==> config.mk <==
export PLATFORM = sky130hd
export DESIGN_NAME = operand_fetch
export DESIGN_NICKNAME = d
export VERILOG_FILES = /design/src/rtl/cpu_pkg.sv /design/src/rtl/operand_bypass.sv /design/src/rtl/operand_fetch.sv
export SDC_FILE = /design/constraint.sdc
export NUM_CORES = 1
export LEC_CHECK = 0
export ABC_CLOCK_PERIOD_IN_PS = 3800
export BUFFER_PORTS_ARGS = -buffer_cell sky130_fd_sc_hd__buf_4
export CAP_MARGIN = 15
export CELL_PAD_IN_SITES_DETAIL_PLACEMENT = 0
export CELL_PAD_IN_SITES_GLOBAL_PLACEMENT = 1
export CORE_ASPECT_RATIO = 1.1
export CORE_MARGIN = 1
export CORE_UTILIZATION = 31
export CTS_CLUSTER_DIAMETER = 150
export DETAILED_ROUTE_END_ITERATION = 10
export PLACE_DENSITY = 0.84
export REMOVE_ABC_BUFFERS = 1
export SLEW_MARGIN = 25
export SYNTH_ARGS = -nofsm -noshare
export SYNTH_HDL_FRONTEND = slang
export SYNTH_SLANG_ARGS = --single-unit
export TNS_END_PERCENT = 30
==> constraint.sdc <==
create_clock -name clk -period 3.8 [get_ports clk]
set_clock_uncertainty 0.15 [all_clocks]
set_input_delay 1.14 -clock clk [delete_from_list [all_inputs] [get_ports clk]]
set_output_delay 1.14 -clock clk [all_outputs]
set_load 0.05 [all_outputs]
==> src/rtl/cpu_pkg.sv <==
// Shared core types: register-file geometry and opaque control field.
// Used by the decoder, register file and the operand-fetch stage.
package cpu_pkg;

  localparam int XLEN       = 8;
  localparam int NREGS      = 4;
  localparam int REG_ADDR_W = $clog2(NREGS);
  localparam int OPC_W      = 6;

  typedef logic [REG_ADDR_W-1:0] reg_addr_t;
  typedef logic [OPC_W-1:0]      opcode_t;
  typedef logic [XLEN-1:0]       word_t;

endpackage

==> src/rtl/operand_bypass.sv <==
// One operand port: captures the write the register file misses during
// its read cycle and selects range-zero / forward / capture / RF data.
module operand_bypass
  import cpu_pkg::*;
#(
  parameter int BUS_WIDTH = XLEN,
  parameter int DEPTH     = NREGS,
  parameter int ADDR_W    = $clog2(DEPTH)
) (
  input  logic                 clk,
  input  logic                 rst_n,
  input  logic [ADDR_W-1:0]    rd_addr,
  input  logic [ADDR_W-1:0]    f_addr,
  input  logic                 wb_we,
  input  logic [ADDR_W-1:0]    wb_addr,
  input  logic [BUS_WIDTH-1:0] wb_data,
  input  logic [BUS_WIDTH-1:0] rf_data,
  output logic [BUS_WIDTH-1:0] op
);

  logic                 byp;
  logic [BUS_WIDTH-1:0] byp_data;
  logic [31:0]          addr_ext;
  logic                 out_range;
  logic                 fwd;

  always_ff @(posedge clk or negedge rst_n) begin
    if (!rst_n) begin
      byp      <= 1'b0;
      byp_data <= '0;
    end else begin
      byp      <= wb_we & (wb_addr == rd_addr);
      byp_data <= wb_data;
    end
  end

  assign addr_ext  = 32'(f_addr);
  assign out_range = (addr_ext >= DEPTH);
  assign fwd       = wb_we & (wb_addr == f_addr);

  // Overlapping conditions: first match wins.
  always_comb begin
    op = rf_data;
    priority case (1'b1)
      out_range: op = '0;
      fwd:       op = wb_data;
      byp:       op = byp_data;
      default:   op = rf_data;
    endcase
  end

endmodule

==> src/rtl/operand_fetch.sv <==
// Register-read stage: holds one decoded instruction, drives RF read
// addresses and presents fully forwarded operands one cycle later.
module operand_fetch
  import cpu_pkg::*;
#(
  parameter int BUS_WIDTH = XLEN,
  parameter int DEPTH     = NREGS,
  parameter int OP_W      = OPC_W,
  localparam int ADDR_W   = $clog2(DEPTH)
) (
  input  logic                 clk,
  input  logic                 rst_n,
  input  logic                 in_valid,
  output logic                 in_ready,
  input  logic [ADDR_W-1:0]    in_rs_a,
  input  logic [ADDR_W-1:0]    in_rs_b,
  input  logic [ADDR_W-1:0]    in_rd,
  input  logic [OP_W-1:0]      in_op,
  output logic [ADDR_W-1:0]    rf_rd_addr_a,
  output logic [ADDR_W-1:0]    rf_rd_addr_b,
  input  logic [BUS_WIDTH-1:0] rf_rd_data_a,
  input  logic [BUS_WIDTH-1:0] rf_rd_data_b,
  input  logic                 wb_we,
  input  logic [ADDR_W-1:0]    wb_addr,
  input  logic [BUS_WIDTH-1:0] wb_data,
  output logic                 out_valid,
  input  logic                 out_ready,
  output logic [BUS_WIDTH-1:0] out_op_a,
  output logic [BUS_WIDTH-1:0] out_op_b,
  output logic [ADDR_W-1:0]    out_rd,
  output logic [OP_W-1:0]      out_op
);

  logic              f_valid;
  logic [ADDR_W-1:0] f_rs_a;
  logic [ADDR_W-1:0] f_rs_b;
  logic [ADDR_W-1:0] f_rd;
  logic [OP_W-1:0]   f_op;
  logic              accept;

  assign in_ready = rst_n & (~f_valid | out_ready);
  assign accept   = in_valid & in_ready;

  always_ff @(posedge clk or negedge rst_n) begin
    if (!rst_n) begin
      f_valid <= 1'b0;
      f_rs_a  <= '0;
      f_rs_b  <= '0;
      f_rd    <= '0;
      f_op    <= '0;
    end else if (accept) begin
      f_valid <= 1'b1;
      f_rs_a  <= in_rs_a;
      f_rs_b  <= in_rs_b;
      f_rd    <= in_rd;
      f_op    <= in_op;
    end else if (out_ready) begin
      f_valid <= 1'b0;
    end
  end

  // Held instructions re-read every cycle so RF data tracks writes.
  assign rf_rd_addr_a = accept ? in_rs_a : f_rs_a;
  assign rf_rd_addr_b = accept ? in_rs_b : f_rs_b;

  assign out_valid = f_valid;
  assign out_rd    = f_rd;
  assign out_op    = f_op;

  operand_bypass #(
    .BUS_WIDTH(BUS_WIDTH),
    .DEPTH    (DEPTH),
    .ADDR_W   (ADDR_W)
  ) u_byp_a (
    .clk    (clk),
    .rst_n  (rst_n),
    .rd_addr(rf_rd_addr_a),
    .f_addr (f_rs_a),
    .wb_we  (wb_we),
    .wb_addr(wb_addr),
    .wb_data(wb_data),
    .rf_data(rf_rd_data_a),
    .op     (out_op_a)
  );

  operand_bypass #(
    .BUS_WIDTH(BUS_WIDTH),
    .DEPTH    (DEPTH),
    .ADDR_W   (ADDR_W)
  ) u_byp_b (
    .clk    (clk),
    .rst_n  (rst_n),
    .rd_addr(rf_rd_addr_b),
    .f_addr (f_rs_b),
    .wb_we  (wb_we),
    .wb_addr(wb_addr),
    .wb_data(wb_data),
    .rf_data(rf_rd_data_b),
    .op     (out_op_b)
  );

endmodule

==> flow_summary.json <==
{
  "status": "completed",
  "dp_slack_ps": 10.0,
  "setup_viol": 0,
  "cp_num_buf_inv": 3,
  "synth_ff_type": "dfrtp_1",
  "synth_warnings": 0,
  "synth_top_cell_by_area": "dfrtp_1",
  "crit_type": "in -> out",
  "dp_hpwl_um": 2650,
  "antenna_found_initial": 0,
  "critical-path-slowest-cell": "or4b_4",
  "cp.required_ps": 2510,
  "period_minus_slack_ps": 3780,
  "clock-sinks": 23,
  "synth.area.top_cells": "dfrtp_1, mux2i_1, nand2_1, a21oi_1, nor2_1",
  "cp_common_cell": "buf_4",
  "rr_worst_depth": 5,
  "path_clk_slew_ps": 80,
  "postCtsSetupBuffers": 0,
  "drtAntennaViolNets": 0,
  "hold_viol": 0,
  "end_kind": "primary output",
  "cts_max_level": 1,
  "hold_path.class": "reg -> reg",
  "clock_path_buffers": 2,
  "clk_latency_ps": 260,
  "p_per_area_nw_per_um2": 431,
  "layout.area.seq_um2": 576,
  "synth_common_cells": "nand2_1, dfrtp_1, mux2i_1",
  "cp_max_fo": 8,
  "reg2reg_to": "u_byp_a.byp",
  "min_from": "out_op[2]",
  "min_to": "out_op[2]",
  "drt_iter0_drc": 54,
  "clockPowerShare_pct": 17.1,
  "slew_viol_final": 0,
  "globalRoute.totalOverflow": 0,
  "avgSynthCellArea_um2": 8.70,
  "fin_ws_ps": 23.8,
  "wl_per_cell_um": 12.6,
  "power.ir.vdd_worst_mv": 0.195,
  "internal_power_w": 0.000502,
  "grt_pass1_vias": 1288,
  "die_w_um": 64.7,
  "portBuffers": 72,
  "numCtsBuffers": 3,
  "worst_pin_slew_ps": 495,
  "die_y_um": 71.0,
  "synth_seq_cells": 23,
  "final_nets": 276,
  "drive_gt1_share_pct": 43.5,
  "core_area_um2": 4050,
  "worstPathCellList": "buf_4 -> nor2b_1 -> or4b_4 -> buf_6 -> a21oi_1 -> buf_4",
  "synth.cell_area_um2": 1340,
  "wl_um": 3580,
  "grt_pass1_wl_um": 5450,
  "leakage_nw": 1.01,
  "rsz0062_at_grt": "yes",
  "crit_path_start_kind": "input pin",
  "synth_most_common_cell": "nand2_1",
  "yosysUniqueCellTypes": 25,
  "hold_depth": 2,
  "cts_tree": "yes",
  "dieArea_um2": 4590,
  "num_rows": 24,
  "period_share_pct": 99.4,
  "route.detailed.drc": 0,
  "postSynthCellCount": 154,
  "hold_slack_ps": 333,
  "via_per_inst": 4.63,
  "switchingPower_w": 0.000381,
  "grt_start_max_net_pins": 17,
  "gp_congestion": 0.786,
  "synth-seq-area-share_pct": 43.0,
  "async_flop_share_pct": 100,
  "multi_input_area_um2": 719,
  "grt.total_usage_pct": 15.0,
  "crit_family": "simple AND/OR/NAND/NOR gates",
  "ios": 73,
  "max_stage_delay_ps": 560,
  "switching_share_pct": 43.2,
  "r2r-start": "out_valid",
  "total_power_w": 0.000883,
  "vias": 1315,
  "cap_violations": 0,
  "synth_edf_count": 0,
  "fillCellCount": 417,
  "area_growth_pct": 52.8,
  "setup.reg_to_reg.worst_slack_ps": 1850,
  "cp.arrival_ps": 2490,
  "antenna_cells": 0,
  "fmaxAchievable_ghz": 0.265,
  "start_util_pct": 33.1,
  "maxSlewHeadroom_pct": 66.9,
  "drtPass1Iterations": 4,
  "yosysTopAreaCellShare_pct": 43.0,
  "pwr-share-comb_pct": 49.2,
  "cts-root-buf": "clkbuf_8",
  "pwr-share-seq_pct": 33.7
}
worst reg2reg max path, delay by kind of cell (launching register included):
family / cells / cell delay [ps]
simple gates: 3 / 1030
flops: 1 / 360
buf+inv: 1 / 190
compound gates: 1 / 150
power by group through the flow:
stage | Combinational [W] | Clock [W] | Sequential [W]
after floorplan | 0.000220 | 0 | 0.000347
after detailed placement | 0.000418 | 0 | 0.000301
after global placement | 0.000415 | 0 | 0.000301
after global routing | 0.000459 | 0.000168 | 0.000300
after CTS | 0.000419 | 0.000159 | 0.000297
final | 0.000435 | 0.000151 | 0.000297
sequential cells by signal (all words and copies together), names as in the netlist:
register,flops
f_rs_a,2
f_rs_b,2
out_valid,1
u_byp_a.byp,1
out_op,6
out_rd,2
u_byp_b.byp,1
u_byp_b.byp_data,8
metal layers:
metal,track usage (%),share of wire (%)
met5,0,0
met3,4.19,8.0
met1,18.5,45
met2,25.1,46
met4,4.44,0.59
final cells by class:
type | instances | share of cell area (%)
sequential | 23 | 28.1
multi-input combinational | 122 | 35.1
tap | 52 | 3.18
timing repair buffer | 83 | 31.4
clock buffer | 4 | 2.20
worst max path at each step:
stage | start | endpoint | slack [ps] | cells past startpoint
CTS | wb_addr[0] | out_op_a[1] | 9 | 6
global route | wb_addr[0] | out_op_a[0] | -10 | 6
finish | wb_addr[0] | out_op_a[0] | 20 | 6
global placement | wb_addr[0] | out_op_a[5] | 20 | 6
floorplan | wb_addr[0] | out_op_a[0] | -360 | 3
detailed placement | wb_addr[0] | out_op_a[1] | 10 | 6
cells by family after synthesis:
family,after synthesis,share of synthesized area (%)
and+or+nand+nor,80,28.4
xor gates and xnor gates,2,1.31
AOI/OAI and AO/OA,24,10.3
DFF,23,43.0
buffers and inverters,9,5.13
muxes,16,12.0
stage by stage:
| step | utilization [%] | instance area, um^2 | setup TNS, ps | std cells |
|---|---|---|---|---|
| finish | 50.5 | 2050 | 0 | 284 |
| detailed placement | 48.0 | 1940 | 0 | 278 |
| global route | 50.5 | 2050 | -44.0 | 284 |
| floorplan | - | 1270 | -4670 | 145 |
| global placement | 48.0 | 1940 | 0 | 278 |
| CTS | 49.1 | 1990 | 0 | 282 |
cell usage in the layout (no fill, tap or decap):
cell,count
clkbuf_1,1
nor2_2,4
o22ai_1,2
o21ai_0,2
a21oi_1,11
or4b_4,2
dfrtp_1,23
and3_2,2
mux2i_1,16
nand2b_1,1
nand2_1,41
a21oi_2,5
xor2_1,2
o211ai_1,2
buf_6,5
nand4_1,2
and2_1,2
a31oi_1,2
clkbuf_8,3
or4b_2,2
nor3b_1,2
nor2b_1,9
nor2_1,13
buf_4,78
repair_timing:
| item | CTS | global route |
|---|---|---|
| gates resized for setup | 0 | 16 |
| hold buffers | 0 | 0 |
| setup endpoints to repair | 0 | 14 |
Power figures use the tool's default switching activity.
